**config.mk**
```make
export PLATFORM = sky130hd
export DESIGN_NAME = noc_credit_link
export DESIGN_NICKNAME = d
export VERILOG_FILES = /design/src/rtl/noc_credit_link.sv
export SDC_FILE = /design/constraint.sdc
export NUM_CORES = 1
export LEC_CHECK = 0
export CORE_ASPECT_RATIO = 0.7
export CORE_MARGIN = 1
export CORE_UTILIZATION = 50
export DETAILED_ROUTE_END_ITERATION = 12
export GPL_TIMING_DRIVEN = 0
export PLACE_DENSITY = 0.84
export SYNTH_ARGS = -nofsm -noshare
export SYNTH_HDL_FRONTEND = slang
export SYNTH_SLANG_ARGS = --single-unit
```
**constraint.sdc**
```tcl
create_clock -name clk_noc -period 5.7 [get_ports clk_noc]
set_input_delay 1.14 -clock clk_noc [delete_from_list [all_inputs] [get_ports clk_noc]]
set_output_delay 1.14 -clock clk_noc [all_outputs]
set_load 0.02 [all_outputs]
```
**src/rtl/noc_credit_link.sv**
```systemverilog
// rtl/noc_credit_link.sv - pipelined credit-based NoC link with credit tracker, framing monitor and sticky errors
// Optional flit/packet statistics counters are built when NOC_LINK_STATS_EN is defined.
module noc_credit_link #(
    parameter int FLIT_WIDTH        = 32,
    parameter int DEST_WIDTH        = 4,
    parameter int NUM_PIPELINE      = 2,
    parameter int FLIT_BUFFER_DEPTH = 8,
    parameter int CNT_WIDTH         = 16
) (
    input  logic                                   clk_noc,
    input  logic                                   rst_noc,
    input  logic [FLIT_WIDTH-1:0]                  data_in,
    input  logic [DEST_WIDTH-1:0]                  dest_in,
    input  logic                                   is_tail_in,
    input  logic                                   send_in,
    output logic                                   credit_out,
    output logic [FLIT_WIDTH-1:0]                  data_out,
    output logic [DEST_WIDTH-1:0]                  dest_out,
    output logic                                   is_tail_out,
    output logic                                   send_out,
    input  logic                                   credit_in,
    input  logic                                   err_clear,
    output logic [$clog2(FLIT_BUFFER_DEPTH+1)-1:0] credits_avail,
    output logic                                   err_send_no_credit,
    output logic                                   err_credit_overflow,
    output logic                                   err_framing,
    output logic [CNT_WIDTH-1:0]                   flit_count,
    output logic [CNT_WIDTH-1:0]                   pkt_count
);

    localparam int CW = $clog2(FLIT_BUFFER_DEPTH + 1);
    localparam logic [CW-1:0] FBD = CW'(FLIT_BUFFER_DEPTH);

    typedef enum logic {
        IDLE   = 1'b0,
        IN_PKT = 1'b1
    } frame_state_t;

    generate
        if (NUM_PIPELINE == 0) begin : g_bypass
            assign data_out    = data_in;
            assign dest_out    = dest_in;
            assign is_tail_out = is_tail_in;
            assign send_out    = send_in;
            assign credit_out  = credit_in;
        end else begin : g_pipe
            logic [NUM_PIPELINE-1:0] send_q;
            logic [NUM_PIPELINE-1:0] tail_q;
            logic [NUM_PIPELINE-1:0] credit_q;
            logic [FLIT_WIDTH-1:0]   data_q [NUM_PIPELINE];
            logic [DEST_WIDTH-1:0]   dest_q [NUM_PIPELINE];

            // Payload stages only move alongside a valid flit, so idle cycles cost no data toggling.
            always_ff @(posedge clk_noc or posedge rst_noc) begin
                if (rst_noc) begin
                    send_q   <= '0;
                    tail_q   <= '0;
                    credit_q <= '0;
                    for (int i = 0; i < NUM_PIPELINE; i++) begin
                        data_q[i] <= '0;
                        dest_q[i] <= '0;
                    end
                end else begin
                    send_q[0]   <= send_in;
                    credit_q[0] <= credit_in;
                    if (send_in) begin
                        data_q[0] <= data_in;
                        dest_q[0] <= dest_in;
                        tail_q[0] <= is_tail_in;
                    end
                    for (int i = 1; i < NUM_PIPELINE; i++) begin
                        send_q[i]   <= send_q[i-1];
                        credit_q[i] <= credit_q[i-1];
                        if (send_q[i-1]) begin
                            data_q[i] <= data_q[i-1];
                            dest_q[i] <= dest_q[i-1];
                            tail_q[i] <= tail_q[i-1];
                        end
                    end
                end
            end

            assign data_out    = data_q[NUM_PIPELINE-1];
            assign dest_out    = dest_q[NUM_PIPELINE-1];
            assign is_tail_out = tail_q[NUM_PIPELINE-1];
            assign send_out    = send_q[NUM_PIPELINE-1];
            assign credit_out  = credit_q[NUM_PIPELINE-1];
        end
    endgenerate

    // Credits are counted against the delayed return, i.e. as the upstream router sees them.
    logic [CW-1:0] credit_cnt;
    logic          snc_set;
    logic          ovf_set;

    assign snc_set = send_in && (credit_cnt == '0);
    assign ovf_set = credit_out && (credit_cnt == FBD);

    always_ff @(posedge clk_noc or posedge rst_noc) begin
        if (rst_noc) begin
            credit_cnt <= FBD;
        end else begin
            case ({send_in, credit_out})
                2'b10:   if (credit_cnt != '0)  credit_cnt <= credit_cnt - CW'(1);
                2'b01:   if (credit_cnt != FBD) credit_cnt <= credit_cnt + CW'(1);
                default: credit_cnt <= credit_cnt;
            endcase
        end
    end

    assign credits_avail = credit_cnt;

    frame_state_t          state;
    frame_state_t          state_next;
    logic [DEST_WIDTH-1:0] pkt_dest;
    logic                  capture_dest;
    logic                  framing_set;

    always_ff @(posedge clk_noc or posedge rst_noc) begin
        if (rst_noc) begin
            state    <= IDLE;
            pkt_dest <= '0;
        end else begin
            state <= state_next;
            if (capture_dest) pkt_dest <= dest_in;
        end
    end

    always_comb begin
        state_next = state;
        case (state)
            IDLE:    if (send_in && !is_tail_in) state_next = IN_PKT;
            IN_PKT:  if (send_in && is_tail_in)  state_next = IDLE;
            default: state_next = IDLE;
        endcase
    end

    always_comb begin
        capture_dest = (state == IDLE) && send_in && !is_tail_in;
        framing_set  = (state == IN_PKT) && send_in && (dest_in != pkt_dest);
    end

    // A new error in the same cycle as err_clear must survive the clear.
    always_ff @(posedge clk_noc or posedge rst_noc) begin
        if (rst_noc) begin
            err_send_no_credit  <= 1'b0;
            err_credit_overflow <= 1'b0;
            err_framing         <= 1'b0;
        end else begin
            err_send_no_credit  <= snc_set     | (err_send_no_credit  & ~err_clear);
            err_credit_overflow <= ovf_set     | (err_credit_overflow & ~err_clear);
            err_framing         <= framing_set | (err_framing         & ~err_clear);
        end
    end

`ifdef NOC_LINK_STATS_EN
    logic [CNT_WIDTH-1:0] flit_cnt_q;
    logic [CNT_WIDTH-1:0] pkt_cnt_q;

    always_ff @(posedge clk_noc or posedge rst_noc) begin
        if (rst_noc) begin
            flit_cnt_q <= '0;
            pkt_cnt_q  <= '0;
        end else if (send_in) begin
            flit_cnt_q <= flit_cnt_q + CNT_WIDTH'(1);
            if (is_tail_in) pkt_cnt_q <= pkt_cnt_q + CNT_WIDTH'(1);
        end
    end

    assign flit_count = flit_cnt_q;
    assign pkt_count  = pkt_cnt_q;
`else
    assign flit_count = '0;
    assign pkt_count  = '0;
`endif

endmodule
```
==> After elaboration in Yosys (flattened, before gate mapping) <==
Index checks and enable logic that the tools add are counted.
W data, S select, Z words.
{ "classes": {"n_addsub": 2, "eq_ne": 7, "muxes": 6, "bitwise_logic": 8, "n_reduce_logical": 13} }
{ "ops": {"columns": ["operator", "count"], "rows": [
  ["$logic_and A1 B1 Y1", 8],
  ["$mux W4", 2],
  ["$pmux W4 S2", 1],
  ["$add A4 B1 Y4 const B", 1],
  ["$eq A4 B4 Y1 const B", 1],
  ["$logic_not A4 Y1", 1],
  ["$ne A2 B2 Y1 const B", 2],
  ["$ne A4 B4 Y1", 1],
  ["$ne A4 B4 Y1 const B", 1],
  ["$reduce_bool A4 Y1", 1],
  ["$sub A4 B1 Y4 const B", 1],
  ["$and A1 B1 Y1", 3],
  ["$or A1 B1 Y1", 3],
  ["$reduce_and A3 Y1", 1],
  ["$eq A2 B1 Y1 const B", 1],
  ["$eq A2 B2 Y1 const B", 1],
  ["$mux W1", 2],
  ["$not A1 Y1", 2],
  ["$pmux W1 S2", 1],
  ["$reduce_bool A2 Y1", 1],
  ["$logic_not A1 Y1", 1]
]} }
{ "totals": {"regBits": 90, "inputBits": 42, "out_inout_bits": 78, "word_cells": 50} }

==> Logic depth before layout (Yosys ltp) <==
{ "depth": {"word_depth": 4, "mapped_depth": 7, "depth_no_buf": 6} }

==> Worst setup path after synthesis <==
Ideal clock, no wire load.
{ "synth_path": {"kind": "in2reg", "startpoint": "input port send_in", "endpoint": "register credit_cnt[3], in the netlist credits_avail[3]", "setup_time_ns": 0.094, "arrival_ns": 2.607, "required_ns": 5.606, "path_slack_ns": 2.999, "cell_stages": 7, "path_cell_list": "buf_2 -> nor2b_2 -> inv_1 -> ha_1 -> a21o_1 -> a21oi_1 -> mux4_2"} }
{ "synth_between": {"elab_chain_cells": 3, "word_cells_on_any_way": 7} }
{ "synth_rtl": {"columns": ["item", "line_no", "source"], "rows": [
  ["start, declared", "15", "input logic send_in,"],
  ["$eq A2 B1 Y1 or $eq A2 B2 Y1 (tied branches)", "103", "case ({send_in, credit_out})"],
  ["$ne A2 B2 Y1 (no line) or $reduce_bool A2 Y1 (tied branches)", null, null],
  ["$reduce_and A3 Y1 (no line)", null, null],
  ["end signal, assigned", "104", "2'b10: if (credit_cnt != '0) credit_cnt <= credit_cnt - CW'(1);"],
  ["end signal, assigned", "105", "2'b01: if (credit_cnt != FBD) credit_cnt <= credit_cnt + CW'(1);"],
  ["end signal, assigned", "106", "default: credit_cnt <= credit_cnt;"],
  ["end, declared", "92", "logic [CW-1:0] credit_cnt;"]
]} }
Parallel ways exist; a longest one is shown, timed or not.
A chain may end at the register's enable or synchronous reset.

==> Worst setup path in the final report <==
Same ends and word-level chain as after synthesis.

==> flow_metrics.env <==
export IMPL_finalNetCount=454
export IMPL_dp_cells=496
export IMPL_port_buffer_count=87
export IMPL_ys_ff_latch=90
export IMPL_antenna_cells=0
export IMPL_clock_insertion_delay_worst_skew_ns=0.32
export IMPL_design_core_area_sq_um=7510
export IMPL_postCtsResizedCells=0
export IMPL_critPathRequiredTime_ns=5.94
export IMPL_setup_viol=0
export IMPL_final_cells=512
export IMPL_run_status="complete, no violations"
export IMPL_grt_pass1_wl_um=12200
export IMPL_synth_most_common_cell="dfrtp_1"
export IMPL_leakagePower_nw=2.46
export IMPL_netlist_cell_type_count=26
export IMPL_gp_congestion=0.735
export IMPL_fin_crit_sh_pct=51.6
export IMPL_chipWidth_um=109
export IMPL_post_synth_inst_count=279
export IMPL_globalRouteOverflowTotal=0
export IMPL_routed_via_count=2302
export IMPL_yosysSeqAreaShare_pct=56.5
export IMPL_yosys_warnings=0
export IMPL_final_core_util_pct=72.0
export IMPL_finalHoldViolCount=0
export IMPL_tritoncts_num_buffers=9
export IMPL_power_density_cell_area_nw_per_um2=346
export IMPL_avgRoutedWirePerCell_um=14.0
export IMPL_vert_die_dim_um=76.7
export IMPL_flip_flop_cell_with_the_highest_count_after_synthesis="dfrtp_1"
export IMPL_cts_tree="done"
export IMPL_drtAntennaViolNets=0
export IMPL_fp_row_count=26
export IMPL_rrSetupSlack_ns=3.75
export IMPL_cts_post_setup_buffers_inserted=0
export IMPL_crit_arrival_ns=3.18
export IMPL_track_usage_pct=19.3
export IMPL_syn_cell_area_sq_um=3990
export IMPL_finalWorstSetupSlack_ns=2.76
export IMPL_initial_antenna_violation_count=0
export IMPL_synth_commonest_cells="dfrtp_1, mux2_2, buf_4, buf_2"
export IMPL_firstDrtPassIters=4
export IMPL_synthArstFlopShare_pct=100
export IMPL_path_class="in -> reg"
export IMPL_fin_total_pwr_mw=1.87
export IMPL_die_area_sq_um=8340
export IMPL_pin_count_of_the_biggest_net_entering_global_routing=73
export IMPL_preCtsSetupSlack_ns=2.40
export IMPL_sum_of_routed_wire_length_over_all_layers_um=7160
export IMPL_initial_utilization_pct=53.1
export IMPL_rsz0062_at_grt="false"
export IMPL_end_kind="register"
export IMPL_share_of_final_layout_standard_cells_stronger_than_drive_strength_1_pct=43.5
export IMPL_io_pins=120
export IMPL_cts_root_buf="clkbuf_16"
export IMPL_placedInstanceArea_sq_um=5130
export IMPL_yosys_area_top_type_share_pct=55.9
export IMPL_finalMaxSlewViolations=0
export IMPL_remaining_drc_errors=0
export IMPL_sinks_on_the_clock_net=90
export IMPL_drtIter0Drc=80
export IMPL_via_per_inst=4.50
export IMPL_hpwlAfterDp_um=5200
export IMPL_fin_setup_tns_ns=0
export IMPL_cts_max_path_buffers=2
export IMPL_synth_edf_count=0
export IMPL_layout_filler_cells=530
export IMPL_start_kind="input port"
export IMPL_avgSynthCellArea_sq_um=14.3
export IMPL_clk_pin_slew_ns=0.06
export IMPL_ctsHoldBuffers=0
export IMPL_cell_type_with_the_highest_aggregate_area_in_the_netlist="dfrtp_1"
export IMPL_post_synth_main_area_contributors="dfrtp_1, mux2_2, buf_4"
export IMPL_post_route_min_period_ns=2.94
export IMPL_area_delta_synth_final_pct=35.6
export IMPL_finalInstanceArea_sq_um=5410
export IMPL_hold_path_class="reg -> reg"
export IMPL_skew_ns=0.00570
export IMPL_cap_violations=0
export IMPL_worst_hold_slack_ns=0.349
export IMPL_ctsHtreeMaxLevel=3
export IMPL_achievable_frequency_mhz=340
export IMPL_crit_fanout=7
export IMPL_worst_voltage_drop_across_the_vdd_grid_mv=0.201
export IMPL_number_of_global_route_vias_before_repair=2441
-- final timing paths --
kind,to,cells past startpoint,start
hold reg to reg,g_pipe.credit_q[1],0,g_pipe.credit_q[0]
max in group asynchronous,g_pipe.credit_q[1],3,rst_noc
hold / removal,g_pipe.credit_q[1],0,g_pipe.credit_q[0]
setup reg to reg,credits_avail[3],6,g_pipe.credit_q[1]
setup / recovery,credits_avail[3],8,send_in
min in group asynchronous,data_out[22],2,rst_noc
-- flip-flops by register name, indices dropped and copies added, names as in the netlist, named ones only --
| register | cells |
|---|---|
| pkt_dest | 4 |
| g_pipe.tail_q | 2 |
| credits_avail | 4 |
| g_pipe.send_q | 2 |
| g_pipe.credit_q | 2 |
| data_out | 32 |
| err_credit_overflow | 1 |
| g_pipe.dest_q | 4 |
| g_pipe.data_q | 32 |
| err_framing | 1 |
| err_send_no_credit | 1 |
| dest_out | 4 |
-- cell families (layout without fill, tap and decap cells) --
kind of cell | count (synthesis) | after routing | synth area share (%)
simple gates | 10 | 10 | 1.85
compound gates | 7 | 7 | 1.44
mux | 81 | 81 | 23.3
xor+xnor | 6 | 6 | 1.32
flops | 90 | 90 | 56.5
buf+inv | 81 | 185 | 14.3
other cells | 1 | 32 | 0.0940
fa+ha+maj | 3 | 3 | 1.13
-- cell usage in the layout, fill, tap and decap left out, types with 2 or more instances in the layout --
cell,instances
dfrtp_1,89
clkdlybuf4s50_1,87
mux2_2,78
buf_4,68
conb_1,32
buf_2,9
clkbuf_16,9
xnor2_1,4
nand2b_1,3
inv_1,3
nor2_1,2
xor2_1,2
mux2_4,2
a22o_1,2
ha_1,2
clkinv_4,2
-- critical path, stage by stage --
cell and delay [ns]:
clkdlybuf4s50_1 0.41, buf_2 0.17, nor2b_2 0.17, inv_1 0.13, ha_1 0.28, a21o_1 0.17, a21oi_1 0.20, mux4_2 0.52
-- layout make-up --
cell class	instances	area (sq um)	area share [%]
sequential	90	2250	41.7
multi-input combinational	139	1280	23.7
timing repair buffer	88	898	16.6
buffer	77	556	10.3
clock buffer	11	243	4.49
tap	98	123	2.27
clock inverter	5	38.8	0.717
inverter	4	17.5	0.324
-- report_power, final --
part           switching [mW]  internal, mW  leakage (nW)
logic                   0.211         0.303          1.27
clock network           0.237         0.310         0.136
registers              0.0736         0.735          1.06
total                   0.521          1.35          2.46
-- routing by layer --
metal / up-vias / wire length (um) / part of all wire [%] / GRT usage (%)
li1: 1102 / - / - / -
met1: 1116 / 3270 / 46 / 26.6
met2: 79 / 3350 / 47 / 30.1
met3: 5 / 507 / 7.1 / 5.95
met4: 0 / 31 / 0.43 / 4.05
met5: - / 0 / 0 / 0
No activity file was read; power rests on OpenSTA's default activity.
